`src/rtl/instr_fetch_unit.sv`:
```
// Instruction fetch front end: owns the PC, fetches words over a req/ack
// handshake into a small FIFO, presents the head word to decode and applies
// jr / j / taken-branch redirects when the head instruction is consumed.
module instr_fetch_unit #(
   parameter logic [31:0] RESET_PC  = 32'h0000_0000,
   parameter int          BUF_DEPTH = 2
) (
   input  logic        clk,
   input  logic        rst,
   output logic        imem_req,
   output logic [31:0] imem_addr,
   input  logic        imem_ack,
   input  logic [31:0] imem_rdata,
   input  logic        stall,
   input  logic        pc_src,
   input  logic        jctrl,
   input  logic        jrctrl,
   input  logic [31:0] jr_addr,
   output logic        instr_valid,
   output logic [31:0] instr,
   output logic [5:0]  opcode,
   output logic [5:0]  func,
   output logic [31:0] instr_pc,
   output logic [31:0] pc_plus4
);

   localparam int PTR_W = (BUF_DEPTH > 1) ? $clog2(BUF_DEPTH) : 1;
   localparam int CNT_W = PTR_W + 1;
   localparam logic [CNT_W-1:0] DEPTH = CNT_W'(BUF_DEPTH);

   typedef enum logic [1:0] {
      IDLE = 2'd0,
      REQ  = 2'd1,
      DROP = 2'd2
   } state_t;

   state_t            state, state_nxt;
   logic [31:0]       fetch_pc, fetch_pc_nxt;
   logic [31:0]       drop_addr;
   logic [31:0]       buf_word [BUF_DEPTH];
   logic [31:0]       buf_pc   [BUF_DEPTH];
   logic [PTR_W-1:0]  rd_ptr, wr_ptr;
   logic [CNT_W-1:0]  count, count_nxt;
   logic              take, redirect, push;
   logic [31:0]       head_word, head_pc, head_plus4, br_off, target;

   // Head of the buffer and redirect target selection (jr > j > branch)
   always_comb begin
      // NOTE: every always_comb output gets a default first so no path can infer a latch.
      head_word  = buf_word[rd_ptr];
      head_pc    = buf_pc[rd_ptr];
      head_plus4 = head_pc + 32'd4;
      br_off     = {{14{head_word[15]}}, head_word[15:0], 2'b00};
      target     = head_plus4 + br_off;
      if (jrctrl) begin
         target = jr_addr;
      end else if (jctrl) begin
         target = {head_plus4[31:28], head_word[25:0], 2'b00};
      end
   end

   assign instr_valid = (count != '0);
   assign take        = instr_valid && !stall;
   assign redirect    = take && (jrctrl || jctrl || pc_src);
   assign push        = (state == REQ) && imem_ack && !redirect;

   assign instr    = instr_valid ? head_word : 32'd0;
   assign instr_pc = instr_valid ? head_pc   : 32'd0;
   assign pc_plus4 = instr_pc + 32'd4;
   assign opcode   = instr[31:26];
   assign func     = instr[5:0];

   assign imem_req  = (state != IDLE);
   assign imem_addr = (state == DROP) ? drop_addr : fetch_pc;

   // Buffer occupancy after this edge: a redirect flushes, otherwise push/pop
   always_comb begin
      count_nxt = count;
      if (redirect) begin
         count_nxt = '0;
      end else begin
         count_nxt = count + CNT_W'(push) - CNT_W'(take);
      end
   end

   // Fetch FSM next-state and fetch PC update
   always_comb begin
      state_nxt    = state;
      fetch_pc_nxt = fetch_pc;
      unique case (state)
         IDLE: begin
            if (redirect) fetch_pc_nxt = target;
            if (count < DEPTH) state_nxt = REQ;
         end
         REQ: begin
            if (redirect) begin
               // A request cannot be withdrawn: without ack, wait it out in DROP
               fetch_pc_nxt = target;
               state_nxt    = imem_ack ? REQ : DROP;
            end else if (imem_ack) begin
               fetch_pc_nxt = fetch_pc + 32'd4;
               state_nxt    = (count_nxt < DEPTH) ? REQ : IDLE;
            end
         end
         DROP: begin
            if (redirect) fetch_pc_nxt = target;
            if (imem_ack) state_nxt = REQ;
         end
         default: state_nxt = IDLE;
      endcase
   end

   // FSM state, fetch PC and the address of a request being discarded
   always_ff @(posedge clk or negedge rst) begin
      if (!rst) begin
         state     <= IDLE;
         fetch_pc  <= RESET_PC;
         drop_addr <= RESET_PC;
      end else begin
         // NOTE: sequential state uses non-blocking assignments so every register samples pre-edge values.
         state    <= state_nxt;
         fetch_pc <= fetch_pc_nxt;
         if ((state == REQ) && (state_nxt == DROP)) drop_addr <= fetch_pc;
      end
   end

   // FIFO pointers and occupancy count
   always_ff @(posedge clk or negedge rst) begin
      if (!rst) begin
         rd_ptr <= '0;
         wr_ptr <= '0;
         count  <= '0;
      end else begin
         count <= count_nxt;
         if (redirect) begin
            rd_ptr <= '0;
            wr_ptr <= '0;
         end else begin
            if (push) wr_ptr <= wr_ptr + PTR_W'(1);
            if (take) rd_ptr <= rd_ptr + PTR_W'(1);
         end
      end
   end

   // FIFO storage: instruction word and its fetch address
   always_ff @(posedge clk) begin
      // NOTE: storage is not reset; its contents are only visible while count marks them valid.
      if (push) begin
         buf_word[wr_ptr] <= imem_rdata;
         buf_pc[wr_ptr]   <= fetch_pc;
      end
   end

endmodule

```
`config.mk`:
```
export PLATFORM = sky130hd
export DESIGN_NAME = instr_fetch_unit
export DESIGN_NICKNAME = d
export VERILOG_FILES = /design/src/rtl/instr_fetch_unit.sv
export SDC_FILE = /design/constraint.sdc
export NUM_CORES = 1
export LEC_CHECK = 0
export BUFFER_PORTS_ARGS = -buffer_cell sky130_fd_sc_hd__buf_4
export CAP_MARGIN = 20
export CORE_MARGIN = 1.5
export CORE_UTILIZATION = 49
export CTS_BUF_LIST = sky130_fd_sc_hd__clkbuf_4 sky130_fd_sc_hd__clkbuf_8 sky130_fd_sc_hd__clkbuf_16
export CTS_CLUSTER_DIAMETER = 120
export DETAILED_ROUTE_END_ITERATION = 10
export GPL_TIMING_DRIVEN = 0
export HOLD_SLACK_MARGIN = 0.15
export PLACE_DENSITY = 0.8
export SLEW_MARGIN = 40
export SYNTH_ARGS = -nofsm -noshare
export SYNTH_HDL_FRONTEND = slang
export SYNTH_SLANG_ARGS = --single-unit
export TNS_END_PERCENT = 20
```
`constraint.sdc`:
```
create_clock -name clk -period 14.6 [get_ports clk]
set_input_delay 2.19 -clock clk [delete_from_list [all_inputs] [get_ports clk]]
set_output_delay 2.19 -clock clk [all_outputs]
set_load 0.02 [all_outputs]
```
==> flow_metrics.py <==
metrics = {
    "route": {
        "drc_errors": 0,
        "vias_per_cell": 6.16,
        "wl_mm": 40.2,
        "first_iter_violations": 1166,
        "drt.antenna.violating_nets": 0,
        "avgRoutedWirePerCell_um": 22.8,
        "num_vias": 10880,
        "drt_pass1_iterations": 6,
    },
    "clocking": {
        "cts_setup_buffers": 0,
        "cts_buffer_depth": 2,
        "path_clk_slew_ns": 0.07,
        "htree_levels": 4,
        "root_buffer": "clkbuf_16",
        "ctsHoldBuffers": 0,
        "worstSkewPairLatency_ns": 0.45,
        "cts_inserted_buffers": 17,
        "cts_tree": "done",
        "ctsResizeCount": 0,
        "cts_sinks": 198,
    },
    "worst_hold_path": {
        "hold_depth": 0,
        "min_from": "fetch_pc[26]",
        "hold_path_end": "buf_pc[1][26]",
        "hold_class": "flip-flop to flip-flop",
    },
    "yosys": {
        "ys_seq_area_share_pct": 45.7,
        "synth_area_um2": 12300,
        "ys_ff_latch": 198,
        "synth_cell_types": 81,
        "syn_inst": 1193,
        "synthFlopType": "edfxtp_1",
        "synth-edff-count": 128,
        "syn_avg_cell_area_um2": 10.3,
        "synthArstFlopShare_pct": 35.4,
        "ys_warn_count": 0,
        "synth_nets": 1304,
    },
    "timing": {
        "hold_viol": 0,
        "fmax_mhz": 121,
        "timing.hold.ws_ns": 0.498,
        "min_period_ns": 8.29,
        "finalMaxSlewViolations": 0,
        "fin_setup_tns_ns": 0,
        "finalSetupViolations": 0,
        "setup_slack_ns": 6.31,
        "rsz0062_at_grt": "false",
        "worst_slew_pin_slew_ns": 0.860,
        "period_share_pct": 56.8,
        "slew_headroom_pct": 42.7,
        "finalClockSkew_ns": 0.0126,
    },
    "finish": {
        "area_growth_syn_to_layout_pct": 22.3,
        "num-nets-final": 1540,
        "multiInputGateArea_um2": 6210,
        "instances_no_fill": 1766,
        "final-seq-area_um2": 5600,
        "diodes": 0,
        "final_common_cell": "buf_4",
        "final_cell_mix": "buf_4 (226), nor2_1 (128), edfxtp_1 (128)",
        "post_route_cells_drive_above_1_share_pct": 25.7,
        "fillers": 2052,
    },
    "grt": {
        "grt_usage_pct": 30.9,
        "grt_pass1_vias": 10433,
        "grt_pass1_wl_mm": 60.5,
        "antenna_found_initial": 1,
        "grt.overflow.total": 0,
        "grt_max_degree": 71,
    },
    "worst_setup_path": {
        "crit_arrival_ns": 6.10,
        "crit_path_max_incr_delay_ns": 0.53,
        "reg2reg_depth": 25,
        "crit_chain": "buf_6, buf_6, buf_4, buf_2, buf_2, buf_2, buf_2, mux2i_1, inv_1, nand2_1, inv_1, ha_1, or4b_4, a2111oi_4, nand4_2, nor4_4, nand2_2, nor2_2, mux2_1, buf_4",
        "critPathMaxFanout": 10,
        "reg2reg_from": "rd_ptr",
        "critPathKind": "flip-flop to output port",
        "cpMaxStageDelayCell": "or4b_4",
        "worstSetupEndpointType": "output port",
        "critPathLaunchType": "flip-flop",
        "critPathRequiredTime_ns": 12.41,
        "reg2reg_slack_ns": 7.96,
        "rr_endpoint": "fetch_pc[27]",
        "worst_path_most_repeated_cell": "buf_2",
    },
    "placed_design": {
        "place_ws_ns": 6.84,
        "dp_cells": 1734,
        "gp_congestion": 0.990,
        "port_buffers": 212,
        "dp_hpwl_mm": 31.0,
    },
    "floorplan": {
        "die_y_um": 161,
        "die-area_um2": 26000,
        "die_w_um": 161,
        "fp.coreArea_um2": 24500,
        "start_util_pct": 50.1,
        "floorplan.rows": 57,
        "ioPinCount": 213,
    },
    "power": {
        "cellLeakagePower_nw": 5.89,
        "vdd_drop_max_mv": 0.110,
        "powerDensity_nw_per_um2": 232,
    },
    "status": {
        "outcome": "completed",
    },
    "flow_run": {
        "max_cap_violations": 0,
    },
}
[layer usage]
layer / GRT usage, % / wire [um] / vias up
met5: 0 / 10 / -
met4: 9.47 / 1140 / 2
met3: 7.14 / 4360 / 78
met2: 48.4 / 18100 / 623
met1: 42.6 / 16600 / 5277
li1: - / - / 4900
[metrics by stage]
step	instance area [um^2]	total power [mW]	utilization, %
2_1_floorplan	12300	2.20	-
4_1_cts	15000	3.44	61.2
3_3_place_gp	14200	2.90	58.2
5_1_grt	15000	3.66	61.3
6_report	15000	3.48	61.3
3_5_place_dp	14400	2.94	58.7
[area by class of cell]
| class | count | area share [%] |
|---|---|---|
| Inverter | 31 | 0.776 |
| Clock inverter | 14 | 1.29 |
| Multi-Input combinational cell | 897 | 41.4 |
| Clock buffer | 18 | 2.89 |
| Tap cell | 324 | 2.70 |
| Buffer | 67 | 2.31 |
| Sequential cell | 198 | 37.3 |
| Timing Repair Buffer | 217 | 11.3 |
[synthesized netlist by cell type, drive strengths merged (4+ instances only)]
master	instances	share of area, %
a211oi	18	1.1
a21boi	6	0.37
a21o	13	0.80
a21oi	73	3.0
a311oi	4	0.29
a31oi	12	0.61
a32oi	6	0.43
and2	21	1.1
and3	10	0.51
and4	4	0.29
buf	33	1.8
clkbuf	34	1.0
dfrtp	70	14
edfxtp	128	31
ha	39	4.0
inv	30	0.92
mux2	77	7.1
mux2i	53	4.4
nand2	83	2.6
nand2b	6	0.31
nand3	36	1.5
nand3b	9	0.55
nand4	19	1.0
nor2	130	4.0
nor2b	11	0.56
nor3	29	1.3
nor4	8	0.58
o211ai	9	0.55
o21a	5	0.31
o21ai	62	2.5
o21bai	5	0.31
o22a	5	0.36
o22ai	10	0.51
o31a	5	0.36
o31ai	4	0.25
or2	5	0.26
xnor2	40	2.9
xor2	29	2.1
[worst max-delay path, delay by kind of cell (launching register included)]
kind / cells / cell delay, ns
buffers and inverters: 10 / 2.53
adders and majority gates: 1 / 0.22
muxes: 2 / 0.51
AOI/OAI and AO/OA: 1 / 0.51
and+or+nand+nor: 6 / 1.47
DFF: 1 / 0.40
[worst max path at each step]
| stage | endpoint | startpoint | slack, ns |
|---|---|---|---|
| floorplan | pc_plus4[24] | rd_ptr | 7.93 |
| global placement | buf_word[0][8] | jrctrl | 5.70 |
| detailed placement | pc_plus4[24] | rd_ptr | 6.84 |
| CTS | pc_plus4[24] | rd_ptr | 6.35 |
| global route | pc_plus4[24] | rd_ptr | 5.99 |
| finish | pc_plus4[24] | rd_ptr | 6.31 |
[flip-flops by register name (all words and copies together) (netlist names)]
| name | cells |
|---|---|
| state | 2 |
| drop_addr | 32 |
| fetch_pc | 32 |
| wr_ptr | 1 |
| buf_word | 64 |
| rd_ptr | 1 |
| count | 2 |
| buf_pc | 64 |
[cell families (layout without fill, tap and decap cells)]
group                    Yosys count  in the layout  synth area share [%]
multiplexers                     130            130                  11.5
flip-flops                       198            198                  45.7
AND/OR/NAND/NOR                  385            385                  15.4
XOR/XNOR                          69             69                  4.93
adder cells (fa/ha/maj)           40             40                  4.15
AO/OA/AOI/OAI                    273            273                  14.6
buffers and inverters             98            347                  3.78
[power breakdown]
group	internal, mW	leakage, nW	switching (mW)
clock	0.264	0.306	0.237
sequential	0.790	2.00	0.149
combinational	0.797	3.59	1.24
No activity file was read; power rests on OpenSTA's default activity.
